File: src/rtl/booth_pkg.sv
// Shared types and constants for the radix-4 Booth multiplier.
// The optional zero-operand shortcut is enabled by defining BOOTH_ZERO_SKIP_EN.
package booth_pkg;

  typedef enum logic [1:0] {
    IDLE = 2'd0,
    CALC = 2'd1,
    DONE = 2'd2
  } state_t;

  // Recode window {Q[1:0], q_m1} values and the multiple of M each one selects
  localparam logic [2:0] RC_ZERO_LO = 3'b000;  //  0
  localparam logic [2:0] RC_P1_A    = 3'b001;  // +M
  localparam logic [2:0] RC_P1_B    = 3'b010;  // +M
  localparam logic [2:0] RC_P2      = 3'b011;  // +2M
  localparam logic [2:0] RC_M2      = 3'b100;  // -2M
  localparam logic [2:0] RC_M1_A    = 3'b101;  // -M
  localparam logic [2:0] RC_M1_B    = 3'b110;  // -M
  localparam logic [2:0] RC_ZERO_HI = 3'b111;  //  0

  function automatic int booth_iters(input int n);
    return n / 2 + 1;
  endfunction

endpackage

File: src/rtl/booth_r4_recode.sv
// Radix-4 Booth digit recoder: maps a 3-bit multiplier window to sign,
// magnitude-of-two and zero flags for the partial-product selector.
module booth_r4_recode
  import booth_pkg::*;
(
  input  logic [2:0] code,
  output logic       neg,
  output logic       two,
  output logic       zero
);

  always_comb begin
    neg  = 1'b0;
    two  = 1'b0;
    zero = 1'b0;
    case (code)
      RC_ZERO_LO, RC_ZERO_HI: zero = 1'b1;
      RC_P1_A, RC_P1_B:       ;
      RC_P2:                  two = 1'b1;
      RC_M2: begin
        neg = 1'b1;
        two = 1'b1;
      end
      RC_M1_A, RC_M1_B:       neg = 1'b1;
      default:                zero = 1'b1;
    endcase
  end

endmodule

File: src/rtl/booth_radix4_mult.sv
// Sequential radix-4 Booth multiplier retiring two multiplier bits per clock,
// with signed/unsigned mode and edge-qualified Start. Optional: BOOTH_ZERO_SKIP_EN.
module booth_radix4_mult
  import booth_pkg::*;
#(
  parameter int N = 8
) (
  input  logic           clk,
  input  logic           Reset,
  input  logic           Start,
  input  logic           Signed,
  input  logic [N-1:0]   Mplier,
  input  logic [N-1:0]   Mcand,
  output logic           Busy,
  output logic           Finish,
  output logic [2*N-1:0] FProduct
);

  localparam int W  = N + 2;
  localparam int K  = booth_iters(N);
  localparam int CW = $clog2(K + 1);

  state_t          state;
  logic            start_d;
  logic [W+1:0]    a;
  logic [W-1:0]    q;
  logic [W-1:0]    m;
  logic            q_m1;
  logic [CW-1:0]   cnt;
  logic            launch;
  logic            neg;
  logic            two;
  logic            zero;
  logic [W+1:0]    m_ext;
  logic [W+1:0]    term;
  logic [W+1:0]    sum;
  logic [2*W+2:0]  shifted;
`ifdef BOOTH_ZERO_SKIP_EN
  logic            skip;
`endif

  booth_r4_recode u_recode (
    .code ({q[1:0], q_m1}),
    .neg  (neg),
    .two  (two),
    .zero (zero)
  );

  assign launch = ((state == IDLE) || (state == DONE)) && Start && !start_d;
  assign m_ext  = {{2{m[W-1]}}, m};

  // One Booth step: add the selected multiple, then arithmetic-shift {A,Q,q_m1} by two
  always_comb begin
    term    = '0;
    sum     = '0;
    shifted = '0;
    if (!zero)
      term = two ? {m_ext[W:0], 1'b0} : m_ext;
    sum     = neg ? (a - term) : (a + term);
    shifted = {{2{sum[W+1]}}, sum, q[W-1:1]};
  end

  always_ff @(posedge clk or posedge Reset) begin
    if (Reset) begin
      state    <= IDLE;
      start_d  <= 1'b0;
      Busy     <= 1'b0;
      Finish   <= 1'b0;
      FProduct <= '0;
      a        <= '0;
      q        <= '0;
      m        <= '0;
      q_m1     <= 1'b0;
      cnt      <= '0;
`ifdef BOOTH_ZERO_SKIP_EN
      skip     <= 1'b0;
`endif
    end else begin
      start_d <= Start;
      case (state)
        IDLE, DONE: begin
          if (launch) begin
            m      <= {{2{Signed & Mcand[N-1]}}, Mcand};
            q      <= {{2{Signed & Mplier[N-1]}}, Mplier};
            a      <= '0;
            q_m1   <= 1'b0;
            cnt    <= '0;
            Finish <= 1'b0;
            Busy   <= 1'b1;
            state  <= CALC;
`ifdef BOOTH_ZERO_SKIP_EN
            skip   <= (Mplier == '0) || (Mcand == '0);
`endif
          end
        end
        CALC: begin
`ifdef BOOTH_ZERO_SKIP_EN
          if (skip) begin
            FProduct <= '0;
            Finish   <= 1'b1;
            Busy     <= 1'b0;
            skip     <= 1'b0;
            state    <= DONE;
          end else
`endif
          begin
            a    <= shifted[2*W+2:W+1];
            q    <= shifted[W:1];
            q_m1 <= shifted[0];
            cnt  <= cnt + CW'(1);
            if (cnt == CW'(K - 1)) begin
              FProduct <= shifted[2*N:1];
              Finish   <= 1'b1;
              Busy     <= 1'b0;
              state    <= DONE;
            end
          end
        end
        default: state <= IDLE;
      endcase
    end
  end

endmodule

File: config.mk
export PLATFORM = sky130hd
export DESIGN_NAME = booth_radix4_mult
export DESIGN_NICKNAME = d
export VERILOG_FILES = /design/src/rtl/booth_pkg.sv /design/src/rtl/booth_r4_recode.sv /design/src/rtl/booth_radix4_mult.sv
export SDC_FILE = /design/constraint.sdc
export NUM_CORES = 1
export LEC_CHECK = 0
export ABC_AREA = 1
export CORE_MARGIN = 8
export CORE_UTILIZATION = 59
export DETAILED_ROUTE_END_ITERATION = 6
export PLACE_DENSITY = 0.84
export SLEW_MARGIN = 20
export SYNTH_ARGS = -nofsm -noshare
export SYNTH_HDL_FRONTEND = slang
export SYNTH_SLANG_ARGS = --single-unit
export TNS_END_PERCENT = 30
File: constraint.sdc
create_clock -name clk -period 6.4 [get_ports clk]
set_input_delay 1.28 -clock clk [delete_from_list [all_inputs] [get_ports clk]]
set_output_delay 1.28 -clock clk [all_outputs]
set_load 0.005 [all_outputs]
==> results of run 1 <==
routing by layer:
metal | wire (um) | share of wire, %
met1 | 3136 | 44
met2 | 3470 | 49
met3 | 293 | 4.1
met4 | 168 | 2.4
met5 | 0 | 0
state kept, by name (all words and copies together), names as in the netlist:
signal	count
Busy	1
FProduct	16
Finish	1
a	10
cnt	3
m	9
q	10
q_m1	1
start_d	1
state	2
cell usage in the layout (no fill, tap or decap), drive strengths merged:
master and instances:
clkdlybuf4s50 37, a31oi 4, fa 1, inv 54
clkbuf 5, o21a 2, o221ai 2, ha 14
o21ai 48, o22ai 1, clkinv 2, nand4 1
nor3 7, o31ai 1, o311ai 1, nand2 91
xor2 11, a21oi 9, nand3 39, o211ai 1
nor2 12, dfrtp 54, a22oi 1, a21o 2
nor4 1, a221oi 6, buf 1, o2111ai 1
bufinv 1, xnor2 3
tightest hold or removal path, cell delays in order (launching register included):
cell	delay (ns)
dfrtp_1	0.36
nand2_1	0.05
nand2_1	0.05
cells by family after synthesis:
family | share of synthesized area [%]
buffers and inverters | 8.407
flip-flops | 43.44
AO/OA/AOI/OAI | 15.17
adder cells (fa/ha/maj) | 6.275
XOR/XNOR | 3.942
AND/OR/NAND/NOR | 22.77
metrics by stage:
step / worst slack (ns) / utilization (%) / cells / hold WS (ns) / cell area, um2
detailed placement: 3.023 / 68.86 / 475 / 0.4665 / 3517
CTS: 2.945 / 71.14 / 483 / 0.4927 / 3633
global route: 2.551 / 71.17 / 483 / 0.5200 / 3635
global placement: 3.120 / 68.86 / 475 / 0.4657 / 3517
finish: 2.971 / 71.17 / 483 / 0.4888 / 3635
floorplan: 3.427 / - / 378 / 0.4555 / 3110
worst max path at each step:
| stage | end | slack [ns] | cells after the start | start |
|---|---|---|---|---|
| 2_1_floorplan | a[10] | 3.43 | 17 | q[0] |
| 3_3_place_gp | a[10] | 3.12 | 17 | q[0] |
| 3_5_place_dp | a[10] | 3.02 | 18 | q[0] |
| 4_1_cts | a[10] | 2.95 | 18 | q[0] |
| 5_1_grt | a[10] | 2.55 | 16 | q[0] |
| 6_report | a[10] | 2.97 | 18 | q[0] |
area by class of cell:
class / count / area share, %
clock inverter: 3 / 1.308
multi-input combinational: 259 / 41.20
sequential: 54 / 37.18
tap: 70 / 2.410
inverter: 54 / 5.611
clock buffer: 5 / 1.893
timing repair buffer: 38 / 10.40
==> metrics.yaml, run 1 <==
outcome: "finished, final reports clean"
antenna_found_initial: 0
clk_latency_ns: 0.32
cap_viol_max_count: 0
synth_fp_nets: 413
fin_crit_sh_pct: 53.58
yosysMostFrequentCell: "nand2_1"
drt-vias-per-instance: 5.596
final-seq-area_um2: 1351
synth_async_sr_flop_share_pct: 100.0
whs_endpoint: "Finish"
synthFlopType: "dfrtp_1"
use_met2_pct: 33.81
cp.required_ns: 6.66
cp_data_arrival_time_ns: 3.69
critPathLaunchType: "flop"
io_buffers: 37
slew_violations: 0
cts_buffers: 5
hold_start: "Finish"
syn_area_um2: 3110
clockBufferDepth: 2
routed_wl_um: 7068
yosys_warnings: 0
grt_use_met3_pct: 3.714
reg2reg_depth: 18
cp-end-kind: "flop"
avgSynthCellArea_um2: 8.229
max_slew_margin_pct: 40.06
grt_pass1_wl_um: 12250
avgRoutedWirePerCell_um: 14.63
rsz0062_at_grt: "false"
grt-ovfl-total: 0
post_cts_buffers: 0
start_util_pct: 60.90
grt_pass1_vias: 2726
core_um2: 5107
drive_above_1_share_pct: 7.264
first_iter_violations: 108
grt_max_degree: 55
remaining_drc_errors: 0
ant_nets: 0
path_buf_inv: 3
grtUsageMet1_pct: 24.19
cpPeakStageDelay_ns: 0.50
firstDrtPassIters: 4
min_period_ns: 3.429
chipWidth_um: 88.61
num_rows: 26
gp_congestion: 0.8859
h-tree-depth: 2
max_freq_mhz: 291.6
cts.sinks: 54
setup_tns_ns: 0
cts_tree: "done"
rr_startpoint: "q[0]"
skew_ns: 0.005550
slowest_stage: "o311ai_0"
reg2reg_setup_slack_ns: 2.97
synthTopCellsByArea: "dfrtp_1 (43%), nand2_1 (10%), o21ai_0 (7.4%)"
dpl.hpwl_um: 5162
path_common_cell: "inv_1"
busiest_layer: "met2"
worst_pin_slew_ns: 0.8980
vias: 2703
min_path_type: "flop to flop"
cts_root_buffer: "clkbuf_8"
reg2reg_to: "a[10]"
nFillCells: 421
die_area_um2: 7852
synth_edf_count: 0
netlist_top_cells_count: "nand2_1 (84), dfrtp_1 (54), inv_1 (52)"
ios: 38
setup_viol: 0
path_clk_slew_ns: 0.10
num-nets-final: 447
yosysTopAreaCell: "dfrtp_1"
path_cells: "nor2_2, nand2_2, nand2_4, nand2_1, nand3_2, ha_1, inv_1, nor4_2, a21oi_1, xor2_1, inv_1, ha_1, nand4_1, o311ai_0, inv_1, nand3_1, nand3_1, nand2_1"
synth_seq_cells: 54
multi_input_area_um2: 1498
syn-instance-count: 378
hold_depth: 2
cp_top_family: "simple AND/OR/NAND/NOR gates"
ctsHoldBuffers: 0
die_y_um: 88.61
cp_max_fo: 8
ys_types: 36
diodes: 0
ys_seq_area_share_pct: 43.44
cts_resized: 0
synth.top_cell.area_share_pct: 43.44
track_usage_pct: 19.90
hold_viol: 0
path_class: "flop to flop"
area_growth_pct: 16.85
Power of run 1 is left out: the tool's default activity adds up to more than one toggle a clock period on the data nets, which glitch-free logic cannot reach.
==> inputs of run 2 (changes only) <==
--- a/config.mk
+++ b/config.mk
@@ -7,9 +7,9 @@
 export LEC_CHECK = 0
 export ABC_AREA = 1
 export CORE_MARGIN = 8
-export CORE_UTILIZATION = 59
+export CORE_UTILIZATION = 50
 export DETAILED_ROUTE_END_ITERATION = 6
-export PLACE_DENSITY = 0.84
+export PLACE_DENSITY = 0.76
 export SLEW_MARGIN = 20
 export SYNTH_ARGS = -nofsm -noshare
 export SYNTH_HDL_FRONTEND = slang
==> constraint.sdc (replaced) <==
create_clock -name clk -period 2.9 [get_ports clk]
set_input_delay 0.58 -clock clk [delete_from_list [all_inputs] [get_ports clk]]
set_output_delay 0.58 -clock clk [all_outputs]
set_load 0.005 [all_outputs]
==> run 2 against run 1 <==
  * The run now ends with negative setup slack left
  * Clock skew rose by 0.0024 ns
  * Non-clock buffer count up 28
  * Final cell count is 6.6% higher
  * Die area up 15%
  * Flip-flop and latch count unchanged
  * Count of clock-buffer cells in the layout is the same
  * Via count is 5.0% higher
  * Critical path depth increased by 2
  * Worst hold slack worse by 0.0057 ns
  * Worst setup slack worse by 3.0 ns
==> metrics.yaml, run 2 (synthesis gave the netlist of run 1 again) <==
outcome: "complete, but fails checks"
violations: "negative setup slack"
cts_tree: "done"
chipWidth_um: 94.88
pre_cts_ws_ns: -0.08503
reg2reg_depth: 20
final_cell_area_um2: 4163
dr_wl_met2_um: 4184
clk_latency_ns: 0.31
fin_ws_ns: -0.07066
wl_met1_um: 3628
setup_tns_ns: -0.1064
cp_max_fo: 4
drive_above_1_share_pct: 23.41
grt_pass1_wl_um: 12950
diodes: 0
grt_pass1_vias: 2804
critPathLaunchType: "flop"
wl_met3_um: 365
ctsHoldBuffers: 0
setup_viol: 4
worst_pin_slew_ns: 0.9463
num-nets-final: 475
placed_cell_area_um2: 3664
grt_max_degree: 35
rr_startpoint: "q_m1"
top_layer_used: "met4"
cap_viol_max_count: 0
remaining_drc_errors: 0
start_util_pct: 52.23
cts.sinks: 54
min_path_type: "flop to flop"
max_slew_margin_pct: 36.84
antenna_found_initial: 0
io_buffers: 37
hold_viol: 0
ant_nets: 0
max_freq_mhz: 336.6
ios: 38
hold_start: "FProduct[10]"
final_cell_mix: "nand2_1 (77), dfrtp_1 (51), inv_1 (50), o21ai_0 (37), clkdlybuf4s50_1 (37)"
largest_reg_flops: 16
firstDrtPassIters: 5
cts_root_buffer: "clkbuf_8"
drt-vias-per-instance: 5.511
reg2reg_to: "a[10]"
track_usage_pct: 17.98
vias: 2838
min_period_ns: 2.971
top_regs: "FProduct x16, a x10, q x10"
gp_congestion: 0.9270
nFillCells: 467
routed_wl_um: 8372
cts_buffers: 5
h-tree-depth: 2
grt-ovfl-total: 0
regMostFlops: "FProduct"
dpl.hpwl_um: 5670
final_cells: 515
die_y_um: 94.88
fin_crit_sh_pct: 102.4
clockBufferDepth: 2
core_um2: 5956
skew_ns: 0.007938
reg2reg_setup_slack_ns: -0.07
avgRoutedWirePerCell_um: 16.26
cp-end-kind: "flop"
first_iter_violations: 128
path_class: "flop to flop"
mostFrequentLayoutCell: "nand2_1"
num_rows: 28
path_clk_slew_ns: 0.10
area_growth_pct: 33.83
post-place-cells: 497
slew_violations: 0
cp.required_ns: 3.16
rsz0062_at_grt: "true"
cp_data_arrival_time_ns: 3.23
hold_depth: 2
whs_endpoint: "FProduct[10]"
die_area_um2: 9001
run 2: worst max path at each step:
stage / start / end / slack (ns)
2_1_floorplan: q[0] / a[10] / 0.006
3_3_place_gp: q[0] / FProduct[14] / 0.02
3_5_place_dp: q[0] / a[10] / -0.09
4_1_cts: q[0] / FProduct[14] / -0.006
5_1_grt: q_m1 / a[10] / -0.25
6_report: q_m1 / a[10] / -0.07
run 2: area by class of cell:
| type | instances | area, um2 | area share (%) |
|---|---|---|---|
| timing repair buffer | 66 | 619.3 | 14.88 |
| multi-input combinational | 259 | 1803 | 43.31 |
| sequential | 54 | 1355 | 32.55 |
| tap | 75 | 93.84 | 2.254 |
| clock buffer | 5 | 68.82 | 1.653 |
| clock inverter | 2 | 17.52 | 0.4208 |
| inverter | 54 | 205.2 | 4.929 |
run 2: metal layers:
metal / vias to the layer above / global-route usage [%]
met3: 15 / 2.302
met4: 0 / 5.852
met5: - / 0
met1: 1368 / 21.73
li1: 1367 / -
met2: 88 / 32.16
run 2: critical path: stages, from the launching register on:
cell and delay, ns:
dfrtp_2 0.45, buf_4 0.15, nand3_4 0.10, nand2_4 0.06, nand2_1 0.07, nand3_2 0.10, ha_2 0.20, nand2_1 0.08
nor2_1 0.06, a31oi_1 0.25, xnor2_1 0.15, inv_1 0.09, ha_4 0.29, nand2_2 0.07, inv_1 0.08, nand3_2 0.10
o311ai_4 0.31, inv_1 0.08, nand3_2 0.07, nand3_2 0.06, nand2_1 0.06
run 2: repair_timing:
action                                  in CTS  in global routing
pin swaps                                    5                 32
buffers inserted                             2                  9
endpoints found under the setup margin       6                 12
gates resized for setup                     14                 58
run 2: stage by stage:
| stage | hold WS (ns) | util (%) |
|---|---|---|
| 5_1_grt | 0.5008 | 69.90 |
| 2_1_floorplan | 0.4555 | - |
| 3_3_place_gp | 0.4551 | 61.51 |
| 4_1_cts | 0.4830 | 64.45 |
| 6_report | 0.4831 | 69.90 |
| 3_5_place_dp | 0.4583 | 61.51 |
Power of run 2 is left out for the same reason.
==> inputs of run 3 (changes only) <==
--- a/config.mk
+++ b/config.mk
@@ -10,6 +10,7 @@
 export CORE_UTILIZATION = 50
 export DETAILED_ROUTE_END_ITERATION = 6
 export PLACE_DENSITY = 0.76
+export SETUP_SLACK_MARGIN = 0.2
 export SLEW_MARGIN = 20
 export SYNTH_ARGS = -nofsm -noshare
 export SYNTH_HDL_FRONTEND = slang
==> run 3 against run 2 <==
  * The run still ends with negative setup slack left
  * Flip-flop and latch count is the same
  * Count of clock-buffer cells in the layout grew 1
  * Final cell count grew 1.6%
  * Global-route usage is 0.49 points higher
  * Worst hold slack improved by 0.0043 ns
  * Register-to-register slack gained 0.04 ns
  * Final area is 3.0% higher
  * Critical path type unchanged
  * Critical endpoint unchanged
  * Largest cell class unchanged
==> metrics.yaml, run 3 (synthesis gave the netlist of run 1 again) <==
outcome: "complete, but fails checks"
violations: "negative setup slack"
num_rows: 28
path_class: "flop to flop"
grtUsageMet1_pct: 22.09
core_um2: 5956
hold_viol: 0
diodes: 0
gp_congestion: 0.8777
clk_latency_ns: 0.32
clockBufferDepth: 2
grt_pass1_wl_um: 13350
drive_above_1_share_pct: 26.12
start_util_pct: 52.23
worst_pin_slew_ns: 0.9107
routed_wl_um: 8483
cts_tree: "done"
antenna_found_initial: 0
final_cell_mix: "nand2_1 (76), dfrtp_1 (51), inv_1 (46), o21ai_0 (37), clkdlybuf4s50_1 (37)"
ios: 38
io_buffers: 37
cts_buffers: 5
path_cells: "inv_1, nand2_1, nand2_1, nand3_1, nand3_4, nand2_4, nor4_4, a21oi_2, xor2_1, inv_1, ha_4, nand4_1, o311ai_4, nand3_1, nand3_2, nand2_1"
slowest_stage: "dfrtp_2"
setup_tns_ns: -0.03645
cp_max_fo: 4
fin_ws_ns: -0.02905
critPathLaunchType: "flop"
grt_max_degree: 41
largest_reg_flops: 16
hold_depth: 2
rsz0062_at_grt: "true"
firstDrtPassIters: 4
reg2reg_setup_slack_ns: -0.03
whs_endpoint: "FProduct[10]"
hold_start: "FProduct[10]"
max_freq_mhz: 341.4
grt_use_met3_pct: 2.698
setup_viol: 2
grt_pass1_vias: 2884
area_growth_pct: 37.81
rr_startpoint: "q_m1"
num-nets-final: 482
min_path_type: "flop to flop"
chipWidth_um: 94.88
first_iter_violations: 112
cts.sinks: 54
slew_violations: 0
h-tree-depth: 2
avgRoutedWirePerCell_um: 16.22
reg2reg_to: "a[10]"
pre_cts_ws_ns: -0.09522
skew_ns: 0.009533
use_met2_pct: 32.39
reg2reg_depth: 16
dpl.hpwl_um: 5500
path_common_cell: "nand2_1"
cp.required_ns: 3.12
final-seq-area_um2: 1355
cp-end-kind: "flop"
cp_data_arrival_time_ns: 3.15
regMostFlops: "FProduct"
multi_input_area_um2: 1883
mostFrequentLayoutCell: "nand2_1"
max_slew_margin_pct: 39.22
cap_viol_max_count: 0
top_regs: "FProduct x16, a x10, q x10"
cts_root_buffer: "clkbuf_8"
grt-ovfl-total: 0
nFillCells: 453
vias: 2874
die_y_um: 94.88
ant_nets: 0
fin_crit_sh_pct: 101.0
remaining_drc_errors: 0
busiest_layer: "met2"
cpPeakStageDelay_ns: 0.46
drt-vias-per-instance: 5.495
path_clk_slew_ns: 0.10
die_area_um2: 9001
track_usage_pct: 18.46
min_period_ns: 2.929
-- run 3: changes by cell type in the layout (fill, tap and decap cells not counted), moves of 3 or more --
cell     delta
nand3_1     -4
inv_2       +3
buf_6       -4
inv_1       -4
nand3_4     +3
buf_4      +11
-- run 3: worst max-delay path: cells and delay by family, from the launching register on --
family,cells,cell delay [ns]
and+or+nand+nor,10,1.32
DFF,1,0.46
AOI/OAI and AO/OA,2,0.45
adders and majority gates,1,0.29
buffers and inverters,2,0.19
xor gates and xnor gates,1,0.14
-- run 3: cell type report --
type | count | area share, %
timing repair buffer | 73 | 15.32
inverter | 54 | 4.845
multi-input combinational | 259 | 43.93
sequential | 54 | 31.61
tap | 75 | 2.189
clock inverter | 2 | 0.4086
clock buffer | 6 | 1.693
-- run 3: worst max-delay path by stage --
stage / start / end / slack [ns] / depth (start not counted)
floorplan: q_m1 / a[7] / 0.20 / 20
global placement: q[1] / FProduct[13] / 0.0009 / 17
detailed placement: q_m1 / a[7] / -0.1 / 19
CTS: q_m1 / a[7] / 0.03 / 19
global route: q_m1 / a[10] / -0.24 / 17
finish: q_m1 / a[10] / -0.03 / 16
-- run 3: metal layers --
metal	wire length, um	part of all wire [%]
met2	4403	52
met5	0	0
met1	3515	41
met4	196	2.3
met3	367	4.3
-- run 3: what timing repair did --
item | 4_1_cts | 5_1_grt
hold buffers | 0 | 0
setup endpoints to repair | 12 | 14
gates resized for setup | 27 | 52
pin swaps | 19 | 12
setup buffers | 12 | 7
-- run 3: metrics by stage --
step / hold slack (ns) / cells / cell area [um2] / util [%]
6_report: 0.4874 / 523 / 4287 / 71.97
2_1_floorplan: 0.4555 / 378 / 3144 / -
5_1_grt: 0.5106 / 523 / 4287 / 71.97
3_3_place_gp: 0.4572 / 496 / 3677 / 61.74
3_5_place_dp: 0.4597 / 496 / 3677 / 61.74
4_1_cts: 0.4848 / 516 / 4024 / 67.56
Power of run 3 is left out for the same reason.
